<file path="src/rtl/handshake_pkg.sv">
// Shared definitions for the dav_/rfd parallel handshake (reader now, writer later).
package handshake_pkg;

  typedef enum logic [0:0] {
    ST_READY        = 1'b0,
    ST_WAIT_RELEASE = 1'b1
  } hs_state_e;

  // dav_ is active low, rfd is active high
  localparam logic DAV_ASSERTED   = 1'b0;
  localparam logic DAV_RELEASED   = 1'b1;
  localparam logic RFD_ASSERTED   = 1'b1;
  localparam logic RFD_DEASSERTED = 1'b0;

endpackage

</file>
<file path="src/rtl/sync_2ff.sv">
// Two-flop synchronizer for a single asynchronous level, with selectable reset value.
module sync_2ff #(
  parameter logic RESET_VAL = 1'b0
) (
  input  logic clk,
  input  logic rst_n,
  input  logic d,
  output logic q
);

  logic meta;

  always_ff @(posedge clk or negedge rst_n) begin
    if (!rst_n) begin
      meta <= RESET_VAL;
      q    <= RESET_VAL;
    end else begin
      meta <= d;
      q    <= meta;
    end
  end

endmodule

</file>
<file path="src/rtl/handshake_byte_reader.sv">
// Consumer side of the dav_/rfd handshake: captures each producer byte once into a FIFO
// and presents it on valid/ready. Define PARITY_CHECK_EN to add the parity port and sticky par_err.
module handshake_byte_reader
  import handshake_pkg::*;
#(
  parameter int unsigned WIDTH = 8,
  parameter int unsigned DEPTH = 4
) (
  input  logic             clock,
  input  logic             reset_,
  input  logic             dav_,
  input  logic [WIDTH-1:0] data,
`ifdef PARITY_CHECK_EN
  input  logic             parity,
  output logic             par_err,
`endif
  output logic             rfd,
  output logic [WIDTH-1:0] out_data,
  output logic             out_valid,
  input  logic             out_ready
);

  localparam int unsigned PTR_W = $clog2(DEPTH);
  localparam int unsigned CNT_W = PTR_W + 1;

  logic             dav_s;
  hs_state_e        state, state_nxt;
  logic [1:0]       settle;
  logic [PTR_W-1:0] wr_ptr, rd_ptr, wr_ptr_nxt, rd_ptr_nxt;
  logic [CNT_W-1:0] count, count_nxt;
  logic [WIDTH-1:0] mem [DEPTH];
  logic [WIDTH-1:0] out_data_nxt;
  logic             out_valid_nxt;
  logic             rfd_nxt;
  logic             push_c, pop_c, full_c, settled_c;

  sync_2ff #(.RESET_VAL(DAV_RELEASED)) u_dav_sync (
    .clk   (clock),
    .rst_n (reset_),
    .d     (dav_),
    .q     (dav_s)
  );

  // Next-state, FIFO bookkeeping and next output values
  always_comb begin
    state_nxt     = state;
    push_c        = 1'b0;
    full_c        = (count == CNT_W'(DEPTH));
    pop_c         = out_valid && out_ready;
    // The synchronizer outputs its reset value until two real samples have passed
    settled_c     = settle[1];

    case (state)
      ST_READY: begin
        if (dav_s == DAV_ASSERTED && !full_c) begin
          push_c    = 1'b1;
          state_nxt = ST_WAIT_RELEASE;
        end
      end
      ST_WAIT_RELEASE: begin
        if (dav_s == DAV_RELEASED && settled_c) begin
          state_nxt = ST_READY;
        end
      end
      default: state_nxt = ST_WAIT_RELEASE;
    endcase

    wr_ptr_nxt    = wr_ptr + PTR_W'(push_c);
    rd_ptr_nxt    = rd_ptr + PTR_W'(pop_c);
    count_nxt     = count + CNT_W'(push_c) - CNT_W'(pop_c);
    out_valid_nxt = (count_nxt != '0);
    rfd_nxt       = (state_nxt == ST_READY && count_nxt != CNT_W'(DEPTH)) ? RFD_ASSERTED
                                                                          : RFD_DEASSERTED;

    // A byte pushed into an otherwise empty FIFO becomes the head directly
    if (push_c && (count - CNT_W'(pop_c)) == '0) begin
      out_data_nxt = data;
    end else begin
      out_data_nxt = mem[rd_ptr_nxt];
    end
  end

  // State, pointers and registered outputs
  always_ff @(posedge clock or negedge reset_) begin
    if (!reset_) begin
      state     <= ST_WAIT_RELEASE;
      settle    <= '0;
      wr_ptr    <= '0;
      rd_ptr    <= '0;
      count     <= '0;
      rfd       <= RFD_DEASSERTED;
      out_valid <= 1'b0;
      out_data  <= '0;
    end else begin
      state     <= state_nxt;
      settle    <= {settle[0], 1'b1};
      wr_ptr    <= wr_ptr_nxt;
      rd_ptr    <= rd_ptr_nxt;
      count     <= count_nxt;
      rfd       <= rfd_nxt;
      out_valid <= out_valid_nxt;
      out_data  <= out_data_nxt;
    end
  end

  // FIFO storage
  always_ff @(posedge clock or negedge reset_) begin
    if (!reset_) begin
      for (int unsigned i = 0; i < DEPTH; i++) begin
        mem[i] <= '0;
      end
    end else if (push_c) begin
      mem[wr_ptr] <= data;
    end
  end

`ifdef PARITY_CHECK_EN
  // Sticky even-parity error; the byte is still delivered
  always_ff @(posedge clock or negedge reset_) begin
    if (!reset_) begin
      par_err <= 1'b0;
    end else if (push_c && (^{data, parity})) begin
      par_err <= 1'b1;
    end
  end
`endif

endmodule

</file>
<file path="config.mk">
export PLATFORM = sky130hd
export DESIGN_NAME = handshake_byte_reader
export DESIGN_NICKNAME = d
export VERILOG_FILES = /design/src/rtl/handshake_pkg.sv /design/src/rtl/sync_2ff.sv /design/src/rtl/handshake_byte_reader.sv
export SDC_FILE = /design/constraint.sdc
export NUM_CORES = 1
export LEC_CHECK = 0
export ABC_CLOCK_PERIOD_IN_PS = 3000
export BUFFER_PORTS_ARGS = -buffer_cell sky130_fd_sc_hd__buf_2
export CAP_MARGIN = 20
export CORE_MARGIN = 2
export CORE_UTILIZATION = 58
export CTS_CLUSTER_SIZE = 40
export DETAILED_ROUTE_END_ITERATION = 12
export PLACE_DENSITY_LB_ADDON = 0.3
export SETUP_SLACK_MARGIN = 0.3
export SLEW_MARGIN = 20
export SYNTH_ARGS = -nofsm -noshare
export SYNTH_HDL_FRONTEND = slang
export SYNTH_SLANG_ARGS = --single-unit
export TNS_END_PERCENT = 100
</file>
<file path="constraint.sdc">
create_clock -name clock -period 3 [get_ports clock]
set_input_delay 0.15 -clock clock [delete_from_list [all_inputs] [get_ports clock]]
set_output_delay 0.15 -clock clock [all_outputs]
set_load 0.01 [all_outputs]
</file>
==> flow_summary.toml <==
[logic_synthesis]
synth_cells = 139
yosysUniqueCellTypes = 27
synth_largest_area_cell = "dfrtp_1"
yosysWarnings = 0
synth_edf_count = 0
yosys_register_bits = 54
synthArstFlopShare_pct = 100.0
syn_avg_cell_area_um2 = 16.67
synth_top_area_share_pct = 55.08
netlist_area_um2 = 2317
synth_flop_cell = "dfrtp_1"
synthTopCellsByArea = "dfrtp_1 55%, mux2_2 16%, mux4_2 7.8%"
synth_nets = 157
yosysSeqAreaShare_pct = 58.48

[sta]
tns_ns = 0
hold_violations = 0
slew_headroom_pct = 56.14
fin_skew_ns = 0.007322
slew_viol_final = 0
setup_viol_count_final = 0
fin_crit_ns = 2.460
fin_crit_sh_pct = 82.01
rsz0062_at_grt = "no"
fmax_mhz = 406.4
worst_pin_slew_ns = 0.6579

[finish]
seq_area_um2 = 1355
n_antenna_cell = 0
fin_area_um2 = 2577
final_common_cell = "dfrtp_1"
multi_input_area_um2 = 913.4
final_layout_size_suffix_gt1_share_pct = 50.60
area_growth_pct = 11.23
final_cell_mix = "51 x dfrtp_1, 32 x mux2_2, 20 x buf_2"
nNetsFinal = 185
final_cells = 216
n_fill_cell = 264

[placement]
placed_cells = 206
place.port_buffers = 21
hpwl_um = 2606
post_dp_cell_area_um2 = 2464
place.gp.congestion = 0.7776

[global_route]
track_usage_pct = 20.72
first_global_vias = 1291
grt_max_degree = 55
overflow = 0
grt_pass1_wl_um = 6527
antenna_found_initial = 0

[detailed_routing]
via_count = 1232
drc = 0
routed_wl_um = 3871
drtIter0Drc = 59
vias_per_cell = 5.704
ant_nets = 0
drt_first_pass_iters = 5
wl_per_cell_um = 17.92

[power]
cellPowerDensity_nw_per_um2 = 1074
vdd.ir_drop.worst_mv = 0.5212
leakage_nw = 1.178
total_power_mw = 2.769

[setup_path]
criticalPathCategory = "flop to flop"
start_kind = "flop"
worstPathCellList = "or3b_1 > nand2_1 > ha_1 > inv_1 > ha_1 > fa_1 > xor2_1 > xnor2_1 > a21oi_1"
crit_family = "adder cells"
crit_path_max_fanout = 7
worstReg2RegStart = "count[1]$_DFF_PN0_"
arrival_ns = 2.65
critPathMaxStageDelay_ns = 0.53
cp-startpoint = "count[1]$_DFF_PN0_"
cpMostUsedCell = "ha_1"
crit_required_ns = 3.19
cp_num_buf_inv = 1
critPathSlowestCell = "or3b_1"
end_kind = "flop"

[die]
coreArea_um2 = 3744
io_pins = 22
die_x_um = 67.21
fp.dieH_um = 67.21
initial_core_util_pct = 61.90
die-area_um2 = 4517
rows = 22

[cts]
cts_tree = "built"
ctsResizeCount = 0
clk_latency_ns = 0.30
clock_sinks = 54
cts_buffers = 5
clkTransAtPathRegs_ns = 0.09
cts.path.max_buffers = 2
root_buffer = "clkbuf_8"
h-tree-depth = 2

[hold_path]
hold_path_class = "input port to flop"
hp-start = "data[3]"

[job]
maxCapViolCount = 0

[run_status]
status = "finished, final reports clean"
## sequential cells by signal (all words and copies together) (netlist names), 2 cells and up
name,cells
wr_ptr,2
count,3
rd_ptr,2
settle,2
mem,32
out_data,8
## cell usage after synthesis, drive strengths merged, types with 2 or more instances
master / number
buf: 3
nor2: 3
xor2: 3
mux2: 40
dfstp: 3
dfrtp: 51
nand4b: 2
inv: 6
xnor2: 2
ha: 5
mux4: 8
## final timing paths
kind,slack (ns),depth (start not counted),end
max,0.54,9,rfd$_DFF_PN0_
min,0.13,2,mem[3]$_DFFE_PN0P_
max reg2reg,0.54,9,rfd$_DFF_PN0_
min reg2reg,0.35,0,settle[1]$_DFF_PN0_
max in group asynchronous,2.15,2,mem[22]$_DFFE_PN0P_
min in group asynchronous,0.41,2,out_data[7]$_DFF_PN0_
## per-layer routing
metal | vias to the layer above | wire length (µm) | track usage [%]
li1 | 551 | - | -
met1 | 647 | 1700 | 26.67
met2 | 25 | 1960 | 34.16
met3 | 9 | 138 | 5.333
met4 | 0 | 72 | 7.653
met5 | - | 0 | 0
## cells by family after synthesis
kind of cell | count (synthesis) | synth area share (%)
flip-flops | 54 | 58.48
multiplexers | 48 | 28.51
AND/OR/NAND/NOR | 13 | 4.429
buffers and inverters | 9 | 2.106
adder cells (fa/ha/maj) | 6 | 3.564
XOR/XNOR | 5 | 1.890
AO/OA/AOI/OAI | 3 | 0.8640
other | 1 | 0.1618
## worst reg2reg max path, stage by stage, from the launching register on
cell and delay (ns):
dfrtp_1 0.42, or3b_1 0.53, nand2_1 0.14, ha_1 0.14, inv_1 0.05, ha_1 0.18, fa_1 0.40, xor2_1 0.21
xnor2_1 0.18, a21oi_1 0.09
## layout make-up
| type | instances | share of cell area [%] |
|---|---|---|
| Inverter | 6 | 0.8738 |
| Multi-Input combinational cell | 76 | 35.44 |
| Clock inverter | 1 | 0.1942 |
| Sequential cell | 54 | 52.57 |
| Timing Repair Buffer | 24 | 5.243 |
| Clock buffer | 7 | 3.350 |
| Tap cell | 48 | 2.330 |
## metrics by stage
step	setup slack, ns	util [%]	hold WS, ns
4_1_cts	0.5354	68.52	0.1174
5_1_grt	0.4011	68.85	0.1328
3_3_place_gp	0.7071	65.81	0.2547
6_report	0.5396	68.85	0.1312
2_1_floorplan	0.7735	-	-0.1456
3_5_place_dp	0.5461	65.81	0.2586
## power breakdown
group | switching (mW) | internal, mW | leakage (nW)
registers | 0.171 | 1.08 | 0.634
logic | 0.434 | 0.675 | 0.496
clock network | 0.224 | 0.187 | 0.0482
total | 0.829 | 1.94 | 1.18
## timing repair
action / 4_1_cts / 5_1_grt
hold buffers: 1 / 1
setup buffers: 0 / 0
hold endpoints to repair: 1 / 51
(Power assumes the default switching activity.)
